===== config.mk =====
export PLATFORM = sky130hd
export DESIGN_NAME = seq_detector_param
export DESIGN_NICKNAME = d
export VERILOG_FILES = /design/src/rtl/seq_detector_param.sv
export SDC_FILE = /design/constraint.sdc
export NUM_CORES = 1
export LEC_CHECK = 0
export BUFFER_PORTS_ARGS = -buffer_cell sky130_fd_sc_hd__buf_4
export CAP_MARGIN = 10
export CORE_MARGIN = 4
export CORE_UTILIZATION = 60
export DETAILED_ROUTE_END_ITERATION = 7
export HOLD_SLACK_MARGIN = 0.05
export MAX_ROUTING_LAYER = met4
export PLACE_DENSITY = 0.8
export RECOVER_POWER = 100
export SYNTH_ARGS = -nofsm -noshare
export SYNTH_HDL_FRONTEND = slang
export SYNTH_SLANG_ARGS = --single-unit

===== constraint.sdc =====
create_clock -name clk -period 4.75 [get_ports clk]
set_input_delay 0.2375 -clock clk [delete_from_list [all_inputs] [get_ports clk]]
set_output_delay 0.2375 -clock clk [all_outputs]
set_load 0.02 [all_outputs]

===== src/rtl/seq_detector_param.sv =====
// seq_detector_param: serial pattern detector with a runtime-programmable
// pattern of 1..MAX_LEN bits, selectable overlap mode and a saturating
// match counter. The pattern is right-aligned: bit [len-1] is the first
// bit received and bit [0] the last.
module seq_detector_param #(
    parameter int                 MAX_LEN     = 16,
    parameter int                 LEN_W       = $clog2(MAX_LEN + 1),
    parameter int                 CNT_W       = 8,
    parameter logic [MAX_LEN-1:0] RST_PATTERN = MAX_LEN'('b110011),
    parameter logic [LEN_W-1:0]   RST_LEN     = LEN_W'(6),
    parameter logic               RST_OVERLAP = 1'b1
) (
    input  logic               clk,
    input  logic               reset,
    input  logic               in,
    input  logic               in_valid,
    input  logic               cfg_we,
    input  logic [MAX_LEN-1:0] cfg_pattern,
    input  logic [LEN_W-1:0]   cfg_len,
    input  logic               cfg_overlap,
    input  logic               cnt_clr,
    output logic               out,
    output logic [CNT_W-1:0]   match_cnt
);

    localparam logic [LEN_W-1:0] MAX_LEN_V = LEN_W'(MAX_LEN);
    localparam logic [CNT_W-1:0] CNT_MAX   = '1;

    logic [MAX_LEN-1:0] hist;
    logic [MAX_LEN-1:0] hist_n;
    logic [MAX_LEN-1:0] pat;
    logic [MAX_LEN-1:0] mask;
    logic [LEN_W-1:0]   fill;
    logic [LEN_W-1:0]   fill_n;
    logic [LEN_W-1:0]   len;
    logic [LEN_W-1:0]   len_eff;
    logic               ovl;
    logic               consume;
    logic               hit;

    // Clamp the programmed length: the length field can encode values above MAX_LEN.
    always_comb begin
        len_eff = (len > MAX_LEN_V) ? MAX_LEN_V : len;
    end

    // Compare mask selecting the low len_eff bits of history and pattern.
    always_comb begin
        mask = '0;
        for (int i = 0; i < MAX_LEN; i++) begin
            mask[i] = (LEN_W'(i) < len_eff);
        end
    end

    // Candidate next history/fill for a consumed bit and the match decision.
    always_comb begin
        consume = in_valid && !cfg_we;
        hist_n  = {hist[MAX_LEN-2:0], in};
        fill_n  = (fill < MAX_LEN_V) ? fill + LEN_W'(1) : fill;
        hit     = consume
                  && (len_eff != '0)
                  && (fill_n >= len_eff)
                  && (((hist_n ^ pat) & mask) == '0);
    end

    // Configuration registers, reloaded by the write strobe.
    always_ff @(posedge clk or posedge reset) begin
        if (reset) begin
            pat <= RST_PATTERN;
            len <= RST_LEN;
            ovl <= RST_OVERLAP;
        end else if (cfg_we) begin
            pat <= cfg_pattern;
            len <= cfg_len;
            ovl <= cfg_overlap;
        end
    end

    // Shift history and valid-bit count; a write or a non-overlapping hit empties the count.
    always_ff @(posedge clk or posedge reset) begin
        if (reset) begin
            hist <= '0;
            fill <= '0;
        end else if (cfg_we) begin
            fill <= '0;
        end else if (in_valid) begin
            hist <= hist_n;
            if (hit && !ovl) begin
                fill <= '0;
            end else begin
                fill <= fill_n;
            end
        end
    end

    // Registered one-cycle match pulse.
    always_ff @(posedge clk or posedge reset) begin
        if (reset) begin
            out <= 1'b0;
        end else begin
            out <= hit;
        end
    end

    // Saturating match counter; a clear coincident with a hit leaves a count of one.
    always_ff @(posedge clk or posedge reset) begin
        if (reset) begin
            match_cnt <= '0;
        end else if (cnt_clr) begin
            match_cnt <= hit ? CNT_W'(1) : '0;
        end else if (hit && (match_cnt != CNT_MAX)) begin
            match_cnt <= match_cnt + CNT_W'(1);
        end
    end

endmodule


==> impl_results.md, run 1 <==
* Status: complete, but fails checks
* Violated checks: capacitance limit, slew limit
* IO Pins at 37
* Vias per cell at 5.80
* Post-synth ARST share at 100%
* Critical path type: in -> reg
* Pre-antenna DRT Iters at 6
* Final hold violation count at 0
* Core area at 4120 µm²
* CP max FO at 31
* Slew @ Worst Pin at 1.88 ns
* CTS tree: built
* Commonest non-fill, non-tap cells in the layout: dfrtp_1, mux2_2, buf_4
* Final ANT Viol Nets at 0
* Setup bufs post-CTS at 0
* Main combinational cell family by area after synthesis: multiplexers
* Max rail drop VDD at 275 µV
* Via Count at 1862
* DR iter-0 viols at 133
* GPL Wtd Cong at 0.759
* CP startpoint kind: input port
* Filler Cells Inserted at 326
* Fraction of layout cells with a size suffix above 1 at 26.2%
* Die Area at 5480 µm²
* Req. time, crit path at 4.98 ns
* Initial antenna violation count at 0
* DRC Markers at 0
* Slew margin rel. at -25.5%
* Post-DR wirelength/cell at 15.2 µm
* Power per Cell Area at 359 nW/µm²
* Nets at 305
* Sequential cell area at 1280 µm²
* Area Growth Syn to Fin at 12.0%
* Max Cap Viol at 2
* IO buf count at 36
* Post-route setup slack at 1.24 ns
* Top FF cell, synth: dfrtp_1
* Total nets after synthesis at 272
* Mux cell area share after synthesis at 15.4%
* Achievable Freq at 285 MHz
* Leak Pwr at 1.28 nW
* CTS buffer count at 5
* Post-synth EDFFs at 0
* Setup TNS at 0 ns
* Worst-Skew Late Latency at 0.29 ns
* Count of cell types in the netlist at 41
* Synth Register Bits at 51
* CP arrival at 3.73 ns
* First-pass GRT wire length at 8.33 mm
* Syn_area_per_cell at 11.0 µm²
* Die height at 74.1 µm
* Grt total ovfl at 0
* Crit. End Element: register
* Post-Synth XOR/XNOR Area at 6.36%
* Commonest non-fill, non-tap cell in the layout: dfrtp_1
* Dpl ws at 1.84 ns
* Synthesized area at 2620 µm²
* Largest net degree at the start of global routing at 52
* Post-Synth Adder-Cell Area at 3.35%
* Sequential share of the synthesized area at 49.1%
* Synth Area in Simple Gates at 13.2%
* Post_cts resized at 0
* Period utilisation layout at 73.8%
* Compound-Gate Fraction of Synth Area at 9.42%
* Multi-input logic area at 1240 µm²
* Post-Synthesis Cells at 237
* Placed Cells at 313
* Clock transition at path regs at 0.09 ns
* Die X at 74.1 µm
* Hold-fix buffers, CTS at 0
* TritonCTS Sinks at 51
* Clk buf depth at 2
* Hold WS at 0.145 ns
* Clock Skews at 0.00359 ns
* RSZ-0062 raised after global routing: false
* Post-Layout Cell Count at 321
* Row Count at 23
* DRT Wirelength at 4.87 mm
* Worst Hold Class: in -> reg
* GRT Resource Usage Total at 19.8%
* Fin. max-slew vios at 84
* Initial Util at 63.6%
* CTS root buffer: clkbuf_8
* # H-tree levels at 2
* Post-DP HPWL at 3.46 mm
* Final setup fails at 0
* Vias in the first global route at 1810
* Fin crit period at 3.51 ns
* Ant diodes at 0
* Synth warn at 0
[critical path, stage by stage]
cell      delay [ns]
clkbuf_1        0.58
nand2b_1        0.73
a21oi_1         0.27
o221ai_1        0.15
nor4b_1         0.67
nand4_2         0.38
or4_1           0.55
a21oi_1         0.15
[Yosys cell counts (all sizes together) (6+ instances only)]
cell type | count | area (µm²)
a21oi | 12 | 60.1
buf | 6 | 32.5
dfrtp | 44 | 1100
dfstp | 7 | 184
ha | 7 | 87.6
inv | 9 | 33.8
mux2 | 35 | 394
nand2 | 17 | 63.8
nand2b | 6 | 37.5
nand3 | 10 | 50.1
nor2 | 13 | 48.8
o21ai | 12 | 60.1
xnor2 | 8 | 70.1
xor2 | 11 | 96.3
[worst paths after layout]
check | start | to | slack, ns | cells after the start
max | cfg_we | match_cnt[7] | 1.24 | 8
max reg2reg | pat[12] | match_cnt[7] | 1.78 | 7
min | cfg_len[4] | len[4] | 0.14 | 3
min in group asynchronous | reset | match_cnt[2] | 0.55 | 2
min reg2reg | pat[10] | pat[10] | 0.53 | 1
max in group asynchronous | reset | len[4] | 3.12 | 2
[through the flow]
stage	power (W)	cell area [µm²]	util (%)
2_1_floorplan	0.000762	2620	-
4_1_cts	0.00107	2980	72.5
5_1_grt	0.00112	2930	71.2
6_report	0.00105	2930	71.2
3_5_place_dp	0.000831	2900	70.5
3_3_place_gp	0.000818	2900	70.5
[power by group]
part / switching (W) / internal [W] / leakage [nW]
combinational: 0.000108 / 0.000130 / 0.607
sequential: 0.0000672 / 0.000511 / 0.626
clock: 0.000133 / 0.000104 / 0.0422
[layer usage]
layer / GRT usage, % / routed length, µm
met5: - / 0
met4: 4.23 / 15
met3: 4.46 / 188
met2: 31.8 / 2410
met1: 26.0 / 2250
[layout make-up]
class	instances	share of cell area (%)
multi-input combinational	167	42.2
inverter	9	1.15
clock inverter	1	0.171
clock buffer	7	2.60
sequential	51	43.8
tap	50	2.13
timing repair buffer	36	7.94
[cells by family after synthesis]
| logic type | count (synthesis) |
|---|---|
| AND/OR/NAND/NOR | 65 |
| buffers and inverters | 19 |
| AO/OA/AOI/OAI | 40 |
| flip-flops | 51 |
| multiplexers | 36 |
| XOR/XNOR | 19 |
| adder cells (fa/ha/maj) | 7 |
[flip-flops by register name, summed over array words and instances (netlist names)]
signal     count
hist          15
ovl            1
out            1
pat           16
match_cnt      8
len            5
fill           5
Power figures use the tool's default switching activity.
==> run 2: changes to the inputs <==
CORE_UTILIZATION = 57   (was 60)
PLACE_DENSITY = 0.76   (was 0.8)
clock period = 3.48 ns   (was 4.75 ns; I/O delays follow)
==> run 2 against run 1 <==
Against the previous run:
- the run still ends with capacitance limit, slew limit left
- sequential share of layout area shrank 0.48 points
- hold slack got worse by 0.055 ns
- via count decreased by 0.75%
- count of clock-buffer cells in the layout down 2
- global-route usage shrank 0.85 points
- cell count increased by 0.93%
- sequential cell count unchanged
- sequential power grew 36%
- wire length shrank 2.5%
- register-to-register slack got worse by 1.0 ns
- die area rose by 4.7%
- core utilization decreased by 4.1 points
- critical path type unchanged
==> impl_results.md, run 2 (synthesized netlist as in run 1, its figures left out) <==
* Post-DR wirelength/cell at 14.7 µm (-3.4%)
* CP arrival at 3.11 ns (-0.62 ns)
* Pre-antenna DRT Iters at 4 (-2)
* Fraction of layout cells with a size suffix above 1 at 27.6% (+1.4 points)
* Commonest non-fill, non-tap cell in the layout: dfrtp_1
* Multi-input logic area at 1250 µm² (+1.2%)
* Die height at 75.8 µm (+2.3%)
* DRT Wirelength at 4.75 mm (-2.5%)
* Power per Cell Area at 488 nW/µm² (+36%)
* FF-to-FF setup slack at 0.74 ns (-1.04 ns)
* Fin. max-slew vios at 84 (unchanged)
* DRC Markers at 0 (unchanged)
* Row Count at 24 (+4.3%)
* IO Pins at 37 (unchanged)
* DR iter-0 viols at 80 (-40%)
* Worst-Skew Late Latency at 0.29 ns (about the same)
* Setup TNS at 0 ns (unchanged)
* Final setup fails at 0 (unchanged)
* Final core utilization at 67.1% (-4.1 points)
* Initial Util at 59.3% (-4.3 points)
* Die Area at 5740 µm² (+4.7%)
* Fin crit period at 2.89 ns
* Largest register FFs at 16 (unchanged)
* Commonest non-fill, non-tap cells in the layout: dfrtp_1, mux2_2, buf_4
* CTS tree: built
* Period utilisation layout at 82.9%
* Clk buf depth at 2 (unchanged)
* Reg with most FFs: pat
* Ant diodes at 0 (unchanged)
* CTS buffer count at 5 (unchanged)
* IO buf count at 36 (unchanged)
* TritonCTS Sinks at 51 (unchanged)
* GPL Wtd Cong at 0.819 (+8.0%)
* Nets at 306 (+0.33%)
* Vias per cell at 5.70 (-1.7%)
* Via Count at 1848 (-0.75%)
* Die X at 75.8 µm (+2.3%)
* Post-DP HPWL at 3.47 mm (+0.30%)
* Initial antenna violation count at 0 (unchanged)
* Max Cap Viol at 2 (unchanged)
* Sequential cell area at 1280 µm² (unchanged)
* Area Growth Syn to Fin at 13.2%
* Clock Skews at 0.00397 ns (+0.000373 ns)
* Largest regs: pat: 16 flops, hist: 15 flops, match_cnt: 8 flops
* Depth of the worst register-to-register path at 10 (+3)
* Violated checks: capacitance limit, slew limit
* Post_cts resized at 0 (unchanged)
* CP max FO at 31 (unchanged)
* Max rail drop VDD at 371 µV (+35%)
* Crit. End Element: register
* Hold depth at 3 (unchanged)
* Grt total ovfl at 0 (unchanged)
* Critical path type: in -> reg
* Vias in the first global route at 1836 (+1.4%)
* Clock transition at path regs at 0.09 ns (about the same)
* Req. time, crit path at 3.70 ns (-1.28 ns)
* Core area at 4410 µm² (+7.3%)
* Setup bufs post-CTS at 0 (unchanged)
* Filler Cells Inserted at 372 (+14%)
* Slew @ Worst Pin at 1.89 ns (+0.00493 ns)
* RSZ-0062 raised after global routing: false
* Hold-fix buffers, CTS at 0 (unchanged)
* GRT Resource Usage Total at 19.0% (-0.85 points)
* Slew margin rel. at -25.9% (-0.33 points)
* Largest net degree at the start of global routing at 52 (unchanged)
* Final ANT Viol Nets at 0 (unchanged)
* First-pass GRT wire length at 8.06 mm (-3.2%)
* # H-tree levels at 2 (unchanged)
* Status: complete, but fails checks
* Worst Hold Class: in -> reg
* Leak Pwr at 1.28 nW (+0.50%)
* CP startpoint kind: input port
* Achievable Freq at 347 MHz
* CTS root buffer: clkbuf_8
* Final hold violation count at 0 (unchanged)
==> run 2: changes by cell type in the layout (fill, tap and decap cells not counted), sizes merged <==
cell and change:
clkbuf -2, clkinvlp +2, buf +1
==> run 2: final timing paths <==
check / startpoint / to
max reg2reg: fill[0] / match_cnt[7]
min reg2reg: pat[12] / pat[12]
max in group asynchronous: reset / pat[12]
min: cfg_len[4] / len[4]
min in group asynchronous: reset / fill[2]
max: cfg_we / match_cnt[7]
==> run 2: worst max-delay path, cell delays in order <==
cell      delay (ns)
clkbuf_1        0.59
nand2b_1        0.38
buf_4           0.20
a21oi_1         0.14
o221ai_1        0.18
nor4b_4         0.41
nand4_2         0.32
or4_1           0.56
a21oi_1         0.15
==> run 2: area by class of cell <==
cell class,count,share of cell area (%)
clock inverters,3,0.675
flip-flops and latches,51,43.4
clock buffers,5,2.32
multi-input cells,167,42.2
well taps,52,2.20
repair buffers,37,8.10
inverters,9,1.14
==> run 2: power breakdown <==
part	total [W]	internal (W)	switching [W]	leakage, nW
logic	0.000328	0.000180	0.000149	0.615
registers	0.000786	0.000697	0.0000889	0.626
clock network	0.000332	0.000140	0.000192	0.0402
==> run 2: routing by layer <==
metal  global-route usage (%)  routed length [µm]
met5                        -                   0
met4                     5.24                  53
met3                     3.30                 145
met2                     32.7                2480
met1                     22.8                2060
==> run 2: stage by stage <==
stage          instance area, µm²  total power (W)  cells  hold slack, ns  worst slack (ns)
2_1_floorplan                2620          0.00104    237           0.295              1.10
3_3_place_gp                 2910          0.00112    316           0.399             0.846
3_5_place_dp                 2910          0.00114    316           0.400             0.754
4_1_cts                      3000          0.00147    324          0.0869             0.724
5_1_grt                      2960          0.00155    324          0.0914             0.333
6_report                     2960          0.00145    324          0.0896             0.595
==> run 3: changes to the inputs <==
ABC_AREA = 1   (was not set)
CORE_UTILIZATION = 52   (was 57)
PLACE_DENSITY = 0.73   (was 0.76)
clock period = 2.4 ns   (was 3.48 ns; I/O delays follow)
==> run 3 against run 2 <==
Against the previous run:
- the flow still finishes with violations (capacitance limit, slew limit)
- register-to-register slack got worse by 0.62 ns
- total power is 47% higher
- design area grew 22%
- clock skew grew 0.00051 ns
- global-route usage up 2.6 points
- clock power grew 89%
- worst setup slack worse by 0.48 ns
- critical endpoint is now fill[3]
==> impl_results.md, run 3 <==
* Worst Hold Class: in -> reg
* Sequential cell area at 1280 µm² (unchanged)
* Reg-to-reg startpoint: fill[0]
* Vias per cell at 4.97 (-13%)
* Fin. max-slew vios at 41 (-51%)
* Largest net degree at the start of global routing at 41 (-21%)
* GPL Wtd Cong at 0.871 (+6.2%)
* Initial antenna violation count at 0 (unchanged)
* Reg with most FFs: pat
* DR iter-0 viols at 114 (+43%)
* Slew margin rel. at -6.68% (+19 points)
* Violated checks: capacitance limit, slew limit
* Initial Util at 54.9% (-4.4 points)
* Grt total ovfl at 0 (unchanged)
* Clock share of power at 29.6% (+6.6 points)
* TritonCTS Sinks at 51 (unchanged)
* Met3 WL at 371 µm (+160%)
* Count of cell types in the netlist at 31 (-24%)
* Critical Path Start: fill[0]
* Total Power at 0.00212 W (+47%)
* Clock transition at path regs at 0.09 ns (about the same)
* Post-synth ARST share at 100% (unchanged)
* Metal-1 WL at 2.96 mm (+43%)
* Crit. End Element: register
* Post-Layout Cell Count at 528 (+63%)
* Synth Register Bits at 51 (unchanged)
* Commonest non-fill, non-tap cells in the layout: nand2_1, inv_1, dfrtp_1
* Final core utilization at 69.2% (+2.1 points)
* Status: complete, but fails checks
* Filler Cells Inserted at 442 (+19%)
* Worst-Skew Late Latency at 0.30 ns (about the same)
* Post-synth EDFFs at 0 (unchanged)
* Fraction of layout cells with a size suffix above 1 at 16.2% (-11 points)
* First-pass GRT wire length at 10.9 mm (+36%)
* Syn_area_per_cell at 7.42 µm² (-33%)
* Core area at 5240 µm² (+19%)
* # H-tree levels at 2 (unchanged)
* Via Count at 2624 (+42%)
* Biggest area consumer among synthesized cells: dfrtp_1
* Fin crit period at 2.28 ns
* FF-to-FF setup slack at 0.12 ns (-0.62 ns)
* Sequential share of the synthesized area at 44.7% (-4.4 points)
* DRT Wirelength at 6.37 mm (+34%)
* Largest register FFs at 16 (unchanged)
* Setup TNS at 0 ns (unchanged)
* Critical path type: reg -> reg
* Int Pwr at 0.00149 W (+46%)
* Nets at 492 (+61%)
* Finished Cell Area at 3630 µm² (+22%)
* Power per Cell Area at 585 nW/µm² (+20%)
* Psw at 0.000634 W (+47%)
* CP startpoint kind: register
* Ranking of synthesized cells by area: dfrtp_1, nand2_1, inv_1, dfstp_2, nand3_1
* Max Cap Viol at 1 (-1)
* Final ANT Viol Nets at 0 (unchanged)
* CTS root buffer: clkbuf_8
* CTS buffer count at 5 (unchanged)
* IO buf count at 36 (unchanged)
* Multi-input logic area at 1370 µm² (+9.8%)
* Commonest non-fill, non-tap cell in the layout: nand2_1
* Top Layer Used: met4
* Die Area at 6790 µm² (+18%)
* Post-DR wirelength/cell at 12.1 µm (-18%)
* Worst Hold Launch: cfg_len[2]
* Synth warn at 0 (unchanged)
* Achievable Freq at 438 MHz
* Area Growth Syn to Fin at 26.0%
* Final setup fails at 0 (unchanged)
* Req. time, crit path at 2.59 ns (-1.11 ns)
* Ant diodes at 0 (unchanged)
* Largest regs: pat: 16 flops, hist: 15 flops, match_cnt: 8 flops
* Combinational fraction of design power at 22.6% (about the same)
* Post-Synthesis Cells at 388 (+64%)
* Post-DP HPWL at 4.45 mm (+28%)
* Placed Cells at 492 (+56%)
* Max rail drop VDD at 462 µV (+24%)
* Final hold violation count at 0 (unchanged)
* Pre-antenna DRT Iters at 4 (unchanged)
* Top FF cell, synth: dfrtp_1
* Clk buf depth at 2 (unchanged)
* Power share of the sequential group at 47.8% (-6.5 points)
* Slew @ Worst Pin at 1.60 ns (-0.286 ns)
* GRT Resource Usage Total at 21.6% (+2.6 points)
* CP max FO at 4 (-87%)
* Clock Skews at 0.00448 ns (+0.000512 ns)
* Period utilisation layout at 95.1%
* Most common cell in the netlist: nand2_1
* Leak Pwr at 1.89 nW (+48%)
* Met2 routed WL at 2.95 mm (+19%)
* Vias in the first global route at 2512 (+37%)
* CP arrival at 2.48 ns (-0.63 ns)
* CTS tree: built
* IO Pins at 37 (unchanged)
* Synth top area share at 38.3% (-3.8 points)
* Row Count at 26 (+8.3%)
* Top post-synthesis cells by count: nand2_1, inv_1, dfrtp_1, nand3_1, o21ai_0
* Die height at 82.4 µm (+8.7%)
* DRC Markers at 0 (unchanged)
* Synthesized area at 2880 µm² (+9.9%)
* Die X at 82.4 µm (+8.7%)
* Area after DPL at 3250 µm² (+11%)
* Total nets after synthesis at 423 (+56%)
* Net Sw Frac at 29.9% (+0.19 points)
[run 3: path summary, 6_finish.rpt]
kind,to,cells past startpoint
min,len[2],3
max in group asynchronous,hist[8],4
min in group asynchronous,fill[0],3
max reg2reg,fill[3],12
min reg2reg,pat[1],2
max,fill[3],12
[run 3: kinds of logic after synthesis]
| kind of cell | after synthesis | synth area share (%) |
|---|---|---|
| AO/OA/AOI/OAI | 42 | 7.48 |
| XOR/XNOR | 13 | 3.96 |
| adder cells (fa/ha/maj) | 7 | 3.04 |
| buffers and inverters | 66 | 9.17 |
| flip-flops | 51 | 44.7 |
| AND/OR/NAND/NOR | 209 | 31.7 |
[run 3: power groups by stage]
stage                     clock network, W  registers (W)  logic [W]
after floorplan                          0        0.00102   0.000309
after CTS                         0.000638        0.00101   0.000467
after global routing              0.000675        0.00102   0.000558
final                             0.000628        0.00101   0.000479
after detailed placement                 0        0.00103   0.000432
after global placement                   0        0.00103   0.000420
[run 3: area by class of cell]
cell class	instances	share of cell area [%]
multi-input combinational	272	37.9
sequential	51	35.4
timing repair buffer	71	15.1
inverter	56	5.94
tap	70	2.42
clock buffer	6	2.28
clock inverter	2	0.966
[run 3: metal layers]
| metal | up-vias | global-route usage (%) |
|---|---|---|
| met5 | - | - |
| met4 | 0 | 6.64 |
| met3 | 11 | 4.23 |
| met2 | 70 | 35.0 |
| met1 | 1193 | 27.4 |
| li1 | 1350 | - |
[run 3: critical path: stages, from the launching register on]
cell and delay [ns]:
dfrtp_1 0.43, ha_2 0.21, nand2_1 0.07, xor2_1 0.14, inv_1 0.09, ha_4 0.28, nand2_1 0.06, nor3b_2 0.24
nor2_4 0.07, nor3_4 0.22, nand2_1 0.10, nor2_2 0.17, o21ai_0 0.10
[run 3: timing repair]
item | CTS | global route
resized for setup | 1 | 8
hold buffers | 24 | 0
pin swaps | 0 | 5
gates cloned | 0 | 1
buffers inserted | 0 | 3
endpoints found under the hold margin | 37 | 0
setup endpoints to repair | 7 | 13
[run 3: per-stage QoR]
step | setup WS [ns] | hold slack (ns)
2_1_floorplan | 0.224 | 0.216
3_3_place_gp | 0.0887 | 0.119
3_5_place_dp | -0.0475 | 0.127
4_1_cts | 0.0129 | 0.0513
5_1_grt | -0.00866 | 0.0604
6_report | 0.118 | 0.0538
